==> config.mk <==
export PLATFORM = sky130hd
export DESIGN_NAME = systolic_seq_flat
export DESIGN_NICKNAME = d
export VERILOG_FILES = /design/src/rtl/systolic_seq_pkg.sv /design/src/rtl/systolic_seq_if.sv /design/src/rtl/systolic_seq_skew_delay.sv /design/src/rtl/systolic_seq.sv /design/src/flat_wrapper.sv
export SDC_FILE = /design/constraint.sdc
export NUM_CORES = 2
export LEC_CHECK = 0
export CAP_MARGIN = 10
export CORE_AREA = 2 2 714 716
export DETAILED_ROUTE_END_ITERATION = 10
export DIE_AREA = 0 0 716 718
export SLEW_MARGIN = 20
export SYNTH_ARGS = -nofsm -noshare
export SYNTH_HDL_FRONTEND = slang
export SYNTH_SLANG_ARGS = --single-unit
==> constraint.sdc <==
create_clock -name clk -period 4 [get_ports clk]
set_clock_uncertainty 0.15 [all_clocks]
set_input_delay 1.2 -clock clk [delete_from_list [all_inputs] [get_ports clk]]
set_output_delay 1.2 -clock clk [all_outputs]
set_load 0.01 [all_outputs]
==> src/rtl/systolic_seq_pkg.sv <==
// -----------------------------------------------------------------------------
// systolic_pkg
// Shared types and constants for the systolic MAC array sequencer.
//   op_e         : command opcodes carried on cmd_op
//   state_e      : sequencer FSM states
//   DIM_DEF      : array dimension the array's hl demux is built for
//   DRAIN_CYCLES : flush length for DIM_DEF (DIM-1 skew + DIM-1 hops + 1 MAC)
//   CROW_W       : Crow width for DIM_DEF
// -----------------------------------------------------------------------------
package systolic_pkg;

   localparam int DIM_DEF      = 8;
   localparam int DRAIN_CYCLES = 2 * DIM_DEF - 1;
   localparam int CROW_W       = $clog2(DIM_DEF);

   typedef enum logic [1:0] {
      OP_LOAD_C  = 2'd0,
      OP_COMPUTE = 2'd1,
      OP_READ_C  = 2'd2,
      OP_RSVD    = 2'd3
   } op_e;

   typedef enum logic [2:0] {
      ST_IDLE  = 3'd0,
      ST_LOADC = 3'd1,
      ST_FEED  = 3'd2,
      ST_DRAIN = 3'd3,
      ST_READ  = 3'd4
   } state_e;

endpackage

==> src/rtl/systolic_seq_if.sv <==
// -----------------------------------------------------------------------------
// systolic_seq_if
// Host/DMA side bundle of the sequencer: command, input-beat and read-out
// channels, each a valid/ready handshake.
//   cmd_*  : command channel (op, len = K for COMPUTE)
//   in_*   : unskewed A column / B row / C row beats
//   out_*  : half-row C beats for READ_C
// Modports: master = host (producer of commands and input beats, consumer of
// output beats); slave = sequencer.
// -----------------------------------------------------------------------------
interface systolic_seq_if #(
   parameter int BITS_AB = 32,
   parameter int BITS_C  = 32,
   parameter int DIM     = 8,
   parameter int LEN_W   = 8
);
   import systolic_pkg::*;

   logic                        cmd_valid;
   logic                        cmd_ready;
   op_e                         cmd_op;
   logic [LEN_W-1:0]            cmd_len;

   logic                        in_valid;
   logic                        in_ready;
   logic [DIM-1:0][BITS_AB-1:0] in_a;
   logic [DIM-1:0][BITS_AB-1:0] in_b;
   logic [DIM-1:0][BITS_C-1:0]  in_c;

   logic                          out_valid;
   logic                          out_ready;
   logic [DIM/2-1:0][BITS_C-1:0]  out_data;

   modport master (
      output cmd_valid, cmd_op, cmd_len,
      output in_valid, in_a, in_b, in_c,
      output out_ready,
      input  cmd_ready, in_ready, out_valid, out_data
   );

   modport slave (
      input  cmd_valid, cmd_op, cmd_len,
      input  in_valid, in_a, in_b, in_c,
      input  out_ready,
      output cmd_ready, in_ready, out_valid, out_data
   );

endinterface

==> src/rtl/systolic_seq_skew_delay.sv <==
// -----------------------------------------------------------------------------
// skew_delay
// DEPTH-stage delay line whose stages advance only when en is high; used to
// build the diagonal input skew of the systolic array. DEPTH = 0 is a plain
// wire (lane 0 of the array has no skew).
// Ports:
//   clk, rst_n : clock, asynchronous active-low clear of all stages
//   en         : advance enable (array enable)
//   din        : lane input
//   dout       : din delayed by DEPTH enabled stages
// -----------------------------------------------------------------------------
module skew_delay #(
   parameter int WIDTH = 32,
   parameter int DEPTH = 0
) (
   input  logic             clk,
   input  logic             rst_n,
   input  logic             en,
   input  logic [WIDTH-1:0] din,
   output logic [WIDTH-1:0] dout
);

   generate
      if (DEPTH == 0) begin : g_wire
         // Clock, reset and enable have no job in a zero-depth lane.
         logic unused_ctrl;
         assign unused_ctrl = ^{clk, rst_n, en};
         assign dout        = din;
      end else begin : g_pipe
         logic [DEPTH-1:0][WIDTH-1:0] stage_reg;

         always_ff @(posedge clk or negedge rst_n) begin
            if (!rst_n) begin
               stage_reg <= '0;
            end else if (en) begin
               stage_reg[0] <= din;
               for (int i = 1; i < DEPTH; i++) begin
                  stage_reg[i] <= stage_reg[i-1];
               end
            end
         end

         assign dout = stage_reg[DEPTH-1];
      end
   endgenerate

endmodule

==> src/rtl/systolic_seq.sv <==
// -----------------------------------------------------------------------------
// systolic_seq
// Sequencer between the host/DMA stream and a DIM x DIM systolic MAC array.
// Runs LOAD_C (preload accumulators row by row), COMPUTE (skew and stream K
// A/B vectors, then drain) and READ_C (stream C out in half-row beats). It owns
// every array control line and the diagonal input skew, so producers hand in
// unskewed vectors.
// Ports:
//   clk, rst_n      : clock, asynchronous active-low reset
//   bus (slave)     : cmd_*, in_*, out_* handshake channels
//   arr_en/arr_wren : array MAC enable / C write enable (never both high)
//   arr_hl/arr_crow : array half-row select / C row select
//   arr_a, arr_b    : skewed A/B inputs to the array edges
//   arr_cin         : C row written on arr_wren
//   arr_cout        : half row of C selected by arr_crow/arr_hl
//   busy            : not idle
//   done            : one-cycle pulse after a command completes
//   err             : one-cycle pulse after a reserved op is accepted
// Optional build macro SYSTOLIC_SEQ_PERF_EN adds saturating counters
//   perf_busy_cycles  : cycles with busy high
//   perf_stall_cycles : FEED cycles without an input beat plus READ cycles
//                       held by the consumer
// -----------------------------------------------------------------------------
module systolic_seq
   import systolic_pkg::*;
#(
   parameter int BITS_AB = 32,
   parameter int BITS_C  = 32,
   parameter int DIM     = DIM_DEF,
   parameter int LEN_W   = 8
) (
   input  logic                          clk,
   input  logic                          rst_n,
   systolic_seq_if.slave                 bus,
   output logic                          arr_en,
   output logic                          arr_wren,
   output logic                          arr_hl,
   output logic [$clog2(DIM)-1:0]        arr_crow,
   output logic [DIM-1:0][BITS_AB-1:0]   arr_a,
   output logic [DIM-1:0][BITS_AB-1:0]   arr_b,
   output logic [DIM-1:0][BITS_C-1:0]    arr_cin,
   input  logic [DIM/2-1:0][BITS_C-1:0]  arr_cout,
   output logic                          busy,
   output logic                          done,
   output logic                          err
`ifdef SYSTOLIC_SEQ_PERF_EN
   ,
   output logic [31:0]                   perf_busy_cycles,
   output logic [31:0]                   perf_stall_cycles
`endif
);

   localparam int RW      = $clog2(DIM);
   localparam int DRAIN_N = 2 * DIM - 1;
   localparam int CNT_W   = (LEN_W > $clog2(DRAIN_N + 1)) ? LEN_W : $clog2(DRAIN_N + 1);

   localparam logic [RW-1:0]    ROW_LAST  = RW'(DIM - 1);
   localparam logic [CNT_W-1:0] CNT_ONE   = CNT_W'(1);
   localparam logic [CNT_W-1:0] CNT_DRAIN = CNT_W'(DRAIN_N);

   state_e            state_reg, state_next;
   logic [RW-1:0]     row_reg, row_next;
   logic              half_reg, half_next;
   logic [CNT_W-1:0]  cnt_reg, cnt_next;     // K beats left in FEED, flush cycles left in DRAIN
   logic              done_reg, done_next;
   logic              err_reg, err_next;

   logic [DIM-1:0][BITS_AB-1:0] skew_a_in;
   logic [DIM-1:0][BITS_AB-1:0] skew_b_in;

   always_ff @(posedge clk or negedge rst_n) begin
      if (!rst_n) begin
         state_reg <= ST_IDLE;
         row_reg   <= '0;
         half_reg  <= 1'b0;
         cnt_reg   <= '0;
         done_reg  <= 1'b0;
         err_reg   <= 1'b0;
      end else begin
         state_reg <= state_next;
         row_reg   <= row_next;
         half_reg  <= half_next;
         cnt_reg   <= cnt_next;
         done_reg  <= done_next;
         err_reg   <= err_next;
      end
   end

   always_comb begin
      state_next    = state_reg;
      row_next      = row_reg;
      half_next     = half_reg;
      cnt_next      = cnt_reg;
      done_next     = 1'b0;
      err_next      = 1'b0;

      bus.cmd_ready = 1'b0;
      bus.in_ready  = 1'b0;
      bus.out_valid = 1'b0;
      bus.out_data  = '0;

      arr_en        = 1'b0;
      arr_wren      = 1'b0;
      arr_hl        = 1'b0;
      arr_crow      = '0;
      arr_cin       = '0;

      // Skew lanes only see real data while feeding; zeros flush them in DRAIN.
      skew_a_in     = '0;
      skew_b_in     = '0;

      case (state_reg)
         ST_IDLE: begin
            bus.cmd_ready = 1'b1;
            if (bus.cmd_valid) begin
               case (bus.cmd_op)
                  OP_LOAD_C: begin
                     state_next = ST_LOADC;
                     row_next   = '0;
                  end
                  OP_COMPUTE: begin
                     // K = 0 has nothing to stream: complete without touching the array.
                     if (bus.cmd_len == '0) begin
                        done_next = 1'b1;
                     end else begin
                        state_next = ST_FEED;
                        cnt_next   = CNT_W'(bus.cmd_len);
                     end
                  end
                  OP_READ_C: begin
                     state_next = ST_READ;
                     row_next   = '0;
                     half_next  = 1'b0;
                  end
                  OP_RSVD: begin
                     err_next  = 1'b1;
                     done_next = 1'b1;
                  end
               endcase
            end
         end

         ST_LOADC: begin
            bus.in_ready = 1'b1;
            arr_crow     = row_reg;
            arr_cin      = bus.in_c;
            arr_wren     = bus.in_valid;
            if (bus.in_valid) begin
               row_next = row_reg + 1'b1;
               if (row_reg == ROW_LAST) begin
                  state_next = ST_IDLE;
                  done_next  = 1'b1;
               end
            end
         end

         ST_FEED: begin
            bus.in_ready = 1'b1;
            arr_en       = bus.in_valid;
            skew_a_in    = bus.in_a;
            skew_b_in    = bus.in_b;
            if (bus.in_valid) begin
               cnt_next = cnt_reg - 1'b1;
               if (cnt_reg == CNT_ONE) begin
                  state_next = ST_DRAIN;
                  cnt_next   = CNT_DRAIN;
               end
            end
         end

         ST_DRAIN: begin
            arr_en   = 1'b1;
            cnt_next = cnt_reg - 1'b1;
            if (cnt_reg == CNT_ONE) begin
               state_next = ST_IDLE;
               done_next  = 1'b1;
            end
         end

         ST_READ: begin
            bus.out_valid = 1'b1;
            arr_crow      = row_reg;
            arr_hl        = half_reg;
            bus.out_data  = arr_cout;
            if (bus.out_ready) begin
               half_next = ~half_reg;
               if (half_reg) begin
                  row_next = row_reg + 1'b1;
                  if (row_reg == ROW_LAST) begin
                     state_next = ST_IDLE;
                     done_next  = 1'b1;
                  end
               end
            end
         end

         default: begin
            state_next = ST_IDLE;
         end
      endcase
   end

   // Lane r of A and column c of B are delayed by r / c enabled stages.
   genvar gi;
   generate
      for (gi = 0; gi < DIM; gi++) begin : g_lane
         skew_delay #(
            .WIDTH (BITS_AB),
            .DEPTH (gi)
         ) u_skew_a (
            .clk   (clk),
            .rst_n (rst_n),
            .en    (arr_en),
            .din   (skew_a_in[gi]),
            .dout  (arr_a[gi])
         );

         skew_delay #(
            .WIDTH (BITS_AB),
            .DEPTH (gi)
         ) u_skew_b (
            .clk   (clk),
            .rst_n (rst_n),
            .en    (arr_en),
            .din   (skew_b_in[gi]),
            .dout  (arr_b[gi])
         );
      end
   endgenerate

   assign busy = (state_reg != ST_IDLE);
   assign done = done_reg;
   assign err  = err_reg;

`ifdef SYSTOLIC_SEQ_PERF_EN
   logic stall_cycle;
   assign stall_cycle = ((state_reg == ST_FEED) && !bus.in_valid) ||
                        ((state_reg == ST_READ) && !bus.out_ready);

   always_ff @(posedge clk or negedge rst_n) begin
      if (!rst_n) begin
         perf_busy_cycles  <= '0;
         perf_stall_cycles <= '0;
      end else begin
         if (busy && (perf_busy_cycles != '1)) begin
            perf_busy_cycles <= perf_busy_cycles + 1'b1;
         end
         if (stall_cycle && (perf_stall_cycles != '1)) begin
            perf_stall_cycles <= perf_stall_cycles + 1'b1;
         end
      end
   end
`endif

endmodule

==> src/flat_wrapper.sv <==
// flat-port wrapper written by rule: the top's interface ports become plain ports
module systolic_seq_flat import systolic_pkg::*;
#(
   parameter int BITS_AB = 32,
   parameter int BITS_C  = 32,
   parameter int DIM     = DIM_DEF,
   parameter int LEN_W   = 8
)
  (clk, rst_n, arr_en, arr_wren, arr_hl, arr_crow, arr_a, arr_b, arr_cin, arr_cout, busy, done, err, bus_cmd_valid, bus_cmd_op, bus_cmd_len, bus_in_valid, bus_in_a, bus_in_b, bus_in_c, bus_out_ready, bus_cmd_ready, bus_in_ready, bus_out_valid, bus_out_data);
  systolic_seq_if #(.BITS_AB(BITS_AB), .BITS_C(BITS_C), .DIM(DIM), .LEN_W(LEN_W)) bus_i ();
  input  logic clk;
  input  logic rst_n;
  output logic arr_en;
  output logic arr_wren;
  output logic arr_hl;
  output logic [$clog2(DIM)-1:0] arr_crow;
  output logic [DIM-1:0][BITS_AB-1:0] arr_a;
  output logic [DIM-1:0][BITS_AB-1:0] arr_b;
  output logic [DIM-1:0][BITS_C-1:0] arr_cin;
  input  logic [DIM/2-1:0][BITS_C-1:0] arr_cout;
  output logic busy;
  output logic done;
  output logic err;
  input wire logic [$bits(bus_i.cmd_valid)-1:0] bus_cmd_valid;
  input wire logic [$bits(bus_i.cmd_op)-1:0] bus_cmd_op;
  input wire logic [$bits(bus_i.cmd_len)-1:0] bus_cmd_len;
  input wire logic [$bits(bus_i.in_valid)-1:0] bus_in_valid;
  input wire logic [$bits(bus_i.in_a)-1:0] bus_in_a;
  input wire logic [$bits(bus_i.in_b)-1:0] bus_in_b;
  input wire logic [$bits(bus_i.in_c)-1:0] bus_in_c;
  input wire logic [$bits(bus_i.out_ready)-1:0] bus_out_ready;
  output wire logic [$bits(bus_i.cmd_ready)-1:0] bus_cmd_ready;
  output wire logic [$bits(bus_i.in_ready)-1:0] bus_in_ready;
  output wire logic [$bits(bus_i.out_valid)-1:0] bus_out_valid;
  output wire logic [$bits(bus_i.out_data)-1:0] bus_out_data;
  assign bus_i.cmd_valid = bus_cmd_valid;
  assign bus_i.cmd_op = bus_cmd_op;
  assign bus_i.cmd_len = bus_cmd_len;
  assign bus_i.in_valid = bus_in_valid;
  assign bus_i.in_a = bus_in_a;
  assign bus_i.in_b = bus_in_b;
  assign bus_i.in_c = bus_in_c;
  assign bus_i.out_ready = bus_out_ready;
  assign bus_cmd_ready = bus_i.cmd_ready;
  assign bus_in_ready = bus_i.in_ready;
  assign bus_out_valid = bus_i.out_valid;
  assign bus_out_data = bus_i.out_data;
  systolic_seq #(.BITS_AB(BITS_AB), .BITS_C(BITS_C), .DIM(DIM), .LEN_W(LEN_W)) u_core (.clk(clk), .rst_n(rst_n), .bus(bus_i), .arr_en(arr_en), .arr_wren(arr_wren), .arr_hl(arr_hl), .arr_crow(arr_crow), .arr_a(arr_a), .arr_b(arr_b), .arr_cin(arr_cin), .arr_cout(arr_cout), .busy(busy), .done(done), .err(err));
endmodule
# [Word level (Yosys, flattened, before mapping)]
# Index checks and enable logic that the tools add are counted.
[totals] ff_bits=1809 inputBits=911 elab_cells=151
[op_classes] n_addsub=2 eq_ne=22 muxes=50 bitwise=1 reduce_logical=14
[ops] operator="256-bit 2-to-1 mux" count=3
[ops] operator="128-bit 2-to-1 mux" count=1
[ops] operator="3-bit 2-to-1 mux" count=15
[ops] operator="8-bit 2-to-1 mux" count=5
[ops] operator="8-bit one-hot mux with 3 select lines" count=1
[ops] operator="1-bit 2-to-1 mux" count=18
[ops] operator="3-bit one-hot mux with 3 select lines" count=2
[ops] operator="2-bit != test, second input constant" count=8
[ops] operator="3-bit one-hot mux with 5 select lines" count=1
[ops] operator="9-bit AND reduction" count=1
[ops] operator="3-bit nonzero test" count=3
[ops] operator="8-bit by 1-bit == test with 1-bit output, second input constant" count=1
[ops] operator="8-bit zero test" count=1
[ops] operator="8-bit by 1-bit subtractor with 8-bit output, second input constant" count=1
[ops] operator="3-bit by 2-bit == test with 1-bit output, second input constant" count=2
[ops] operator="3-bit == test, second input constant" count=2
[ops] operator="2-bit by 1-bit != test with 1-bit output, second input constant" count=3
[ops] operator="1-bit one-hot mux with 2 select lines" count=3
[ops] operator="6-bit AND reduction" count=1
[ops] operator="2-bit OR reduction" count=3
[ops] operator="5-bit AND reduction" count=1
[ops] operator="2-bit == test, second input constant" count=2
[ops] operator="4-bit != test, second input constant" count=1
[ops] operator="1-bit one-hot mux with 4 select lines" count=1
[ops] operator="9 further kinds" count=9

# [Longest topological paths before layout]
[depth] depth_word=5 depth_mapped=8 ltp_nobuf=7

# [By module]
# From an unflattened synthesis, not the netlist that was laid out.
[unflattened] cells_unflattened=5429 area_unflattened_um2=81090.3
[by_module_without_submodules] module="skew_delay at u_core.g_lane[7].u_skew_a ..." n_inst=2 cells_each=505 area_each_um2=9212.6 seq_area_each_um2=5605.4
[by_module_without_submodules] module="skew_delay at u_core.g_lane[6].u_skew_a ..." n_inst=2 cells_each=437 area_each_um2=7437.1 seq_area_each_um2=4804.6
[by_module_without_submodules] module="skew_delay at u_core.g_lane[5].u_skew_a ..." n_inst=2 cells_each=370 area_each_um2=6586.3 seq_area_each_um2=4003.8
[by_module_without_submodules] module="skew_delay at u_core.g_lane[4].u_skew_a ..." n_inst=2 cells_each=302 area_each_um2=5062.4 seq_area_each_um2=3203.1
[by_module_without_submodules] module="skew_delay at u_core.g_lane[3].u_skew_a ..." n_inst=2 cells_each=235 area_each_um2=4005.1 seq_area_each_um2=2402.3
[by_module_without_submodules] module="systolic_seq" n_inst=1 cells_each=1197 area_each_um2=7474.7 seq_area_each_um2=425.4
[by_module_without_submodules] module="skew_delay at u_core.g_lane[2].u_skew_a ..." n_inst=2 cells_each=167 area_each_um2=2919.0 seq_area_each_um2=1601.5
[by_module_without_submodules] module="skew_delay at u_core.g_lane[1].u_skew_a ..." n_inst=2 cells_each=68 area_each_um2=1345.0 seq_area_each_um2=800.8
[by_module_without_submodules] module="skew_delay at u_core.g_lane[0].u_skew_a ..." n_inst=2 cells_each=32 area_each_um2=240.2 seq_area_each_um2=0.0

# [Worst setup path before layout]
# OpenSTA, ideal clock, no wires.
[synth_path] path_type="input to output" start="in bus_in_valid" end="out arr_en" arrival_time_ns=1.851 slack_ns=0.799 path_stages=4 path_buffers=2 cell_sequence="o21ai_0 > inv_2 > buf_2 > clkbuf_1"
[synth_via] elab_chain_len=1
[synth_lines] element="from (decl)" line_no="flat_wrapper.sv:27" rtl="input wire logic [$bits(bus_i.in_valid)-1:0] bus_in_valid;"
[synth_lines] element="1-bit one-hot mux with 2 select lines" line_no="systolic_seq.sv:112" rtl="case (state_reg)"
[synth_lines] element="to (decl)" line_no="flat_wrapper.sv:13" rtl="output logic arr_en;"
# Every way passes these cells.

==> results.py <==
metrics = {
    "outcome": {
        "outcome": "finished with violations",
        "violations": "setup timing",
    },
    "hold_path": {
        "hold_path.class": "in -> async",
    },
    "worst_setup_path": {
        "ff2ff_path_depth": 11,
        "cp_data_arrival_time_ns": 2.87,
        "worstPathCellList": "buf_6, nor3b_4, buf_12, buf_16, buf_12, buf_12, clkbuf_16, and2_4, buf_12",
        "cpMaxStageDelayCell": "dfrtp_1",
        "start_kind": "register",
        "required_ns": 2.65,
        "ff2ff_setup_slack_ns": 0.71,
        "worst-path-buf-inv": 7,
        "path_common_cell": "buf_12",
        "critPathTopFamily": "buffers and inverters",
        "worstReg2RegEnd": "u_core.g_lane[5].u_skew_b.g_pipe.stage_reg[4]",
        "cpPeakStageDelay_ns": 0.42,
        "critPathMaxFanout": 7,
        "critPathKind": "reg -> out",
        "worst_setup_path_end_kind": "primary output",
        "rr_startpoint": "u_core.state_reg[1]",
    },
    "grt": {
        "antenna_found_initial": 243,
        "overflow": 0,
        "grt_pass1_vias": 58500,
        "grt_pass1_wl_um": 551000,
        "grt_max_degree": 198,
        "grt_usage_pct": 15.9,
    },
    "layout": {
        "nFillCells": 55200,
        "areaGrowthSynthToFinish_pct": 50.3,
        "drive_above_1_share_pct": 15.3,
        "finalNetCount": 10100,
        "stdcell_count": 16300,
    },
    "clock_tree": {
        "clk_pin_slew_ns": 0.06,
        "cts_buffers": 205,
        "cts.path.max_buffers": 4,
        "cts_hold_buf": 0,
        "cts_tree": "yes",
        "cts-root-buf": "clkbuf_16",
        "h-tree-depth": 4,
        "cts.sinks": 1809,
        "clk_latency_ns": 0.95,
    },
    "route": {
        "avgViaCountPerCell": 3.64,
        "drt-initial-drc-count": 4577,
        "wl_um": 425000,
        "first_pass_iters": 8,
        "dr_total_vias": 59100,
        "drc": 0,
        "detail-route-antenna-nets": 0,
        "detail_route.wl_per_cell_um": 26.2,
    },
    "sta": {
        "worstMarginPinSlew_ns": 0.977,
        "period_share_pct": 106,
        "max_freq_ghz": 0.237,
        "finalHoldViolations": 0,
        "fin_crit_ns": 4.22,
        "whs_ns": 0.0881,
        "layout_setup_ws_ns": -0.224,
        "slew_headroom_pct": 34.8,
        "rsz0062_at_grt": "true",
        "slew_viol_final": 0,
        "tns_ns": -19.88,
        "setup_viol": 244,
    },
    "die": {
        "ioPinCount": 1819,
        "start_util_pct": 14.4,
        "die-height_um": 718,
        "dieArea_um2": 514000,
        "rows": 262,
        "die_x_um": 716,
        "coreArea_um2": 507000,
    },
    "placement": {
        "post-place-ws_ns": -0.304,
        "place_inst": 15600,
        "port_buffers": 1818,
        "hpwl_um": 335000,
        "gp_congestion": 1.06,
    },
    "logic_synthesis": {
        "synth.most_common_cell": "nand2_1",
        "yosysUniqueCellTypes": 46,
        "yosys-top-cells-area": "dfrtp_1 (62%), nand2_1 (21%), a22o_1 (5.4%)",
        "synth_top_area_share_pct": 62.2,
        "netlist_area_um2": 72800,
        "synth-edff-count": 0,
        "ys_seq_area_share_pct": 62.2,
        "synth_nets": 8643,
        "synth_seq_cells": 1809,
        "ys.flop_type": "dfrtp_1",
        "avgSynthCellArea_um2": 9.43,
        "ys_top_cells_by_count": "nand2_1 (4043), dfrtp_1 (1809), a22o_1 (452), buf_4 (384), clkbuf_1 (316)",
        "ys_warn_count": 0,
        "synth_top_area_cell": "dfrtp_1",
        "netlist_instances": 7723,
        "synth-async-reset-ratio_pct": 100,
    },
    "pwr": {
        "peakVddDrop_mv": 0.402,
        "p_per_area_nw_per_um2": 691,
        "total_power_uw": 75600,
        "p_leak_uw": 0.0537,
    },
    "job": {
        "maxCapViolCount": 0,
    },
}
worst max-delay path by stage:
stage | startpoint | endpoint | slack (ns) | cells past startpoint
2_1_floorplan | bus_in_valid | arr_en | 0.80 | 4
3_3_place_gp | bus_in_a[30] | arr_a[30] | -0.32 | 4
3_5_place_dp | bus_in_a[30] | arr_a[30] | -0.30 | 4
4_1_cts | u_core.state_reg[2] | arr_cin[39] | -0.41 | 8
5_1_grt | u_core.state_reg[1] | arr_cin[37] | -0.33 | 9
6_report | u_core.state_reg[1] | arr_cin[226] | -0.22 | 9
area by class of cell:
class,instances,area (um2),area share (%)
tap,6732,8420,7.69
antenna,162,405,0.370
multi-input combinational,5047,23900,21.8
clock inverter,89,1130,1.04
clock buffer,279,5830,5.33
inverter,9,47.5,0.0434
timing repair buffer,2129,24500,22.4
sequential,1809,45300,41.4
worst reg2reg max path, delay by kind of cell, from the launching register on:
kind / cells / cell delay [ns]
flops: 1 / 0.42
buf+inv: 8 / 1.85
compound gates: 2 / 0.61
simple gates: 1 / 0.14
power by group:
part	switching, uW	internal, uW	total [uW]
combinational	15500	12800	28300
clock	8310	11300	19600
sequential	3330	24400	27700
total	27200	48400	75600
per-stage QoR:
| stage | util, % | area, um2 |
|---|---|---|
| 3_5_place_dp | 19.4 | 98300 |
| 3_3_place_gp | 19.4 | 98300 |
| 6_report | 21.6 | 109000 |
| 4_1_cts | 21.0 | 107000 |
| 2_1_floorplan | - | 72800 |
| 5_1_grt | 21.6 | 109000 |
repair_timing:
item                                    in CTS  in global routing
pin swaps                                   44                112
gates cloned                                21                 21
endpoints found under the setup margin     444                442
resized for setup                         1033                879
setup buffers                               44                 78
per-layer routing:
| layer | track usage (%) | part of all wire [%] |
|---|---|---|
| met1 | 14.1 | 30 |
| met4 | 10.3 | 7.5 |
| met2 | 29.4 | 53 |
| met3 | 6.45 | 9.4 |
| met5 | 0 | 0.016 |
placed cells by master (no fill, tap or decap), types with 4 or more instances in the layout:
cell / count
nand2_1: 4043
clkbuf_16: 226
clkbuf_8: 38
mux2_2: 4
buf_6: 222
clkinv_16: 6
nor2b_4: 4
buf_16: 20
and3_4: 95
clkdlybuf4s50_1: 1356
a22o_1: 452
o21ai_0: 11
inv_6: 12
and3_1: 98
buf_8: 26
nor3_1: 4
dlymetal6s2s_1: 34
dfrtp_1: 1807
clkbuf_1: 34
clkbuf_2: 26
and2_1: 16
bufinv_16: 15
nand3_1: 4
clkinvlp_4: 13
inv_1: 5
clkinv_4: 9
buf_2: 14
nor2_1: 10
buf_4: 147
and2_4: 242
ha_1: 9
diode_2: 162
clkinv_2: 30
buf_12: 257
cell families after synthesis:
family | synth area share, %
simple gates | 25.1
buf+inv | 6.66
mux | 0.119
fa+ha+maj | 0.155
flops | 62.2
compound gates | 5.82
Power figures use the tool's default switching activity.
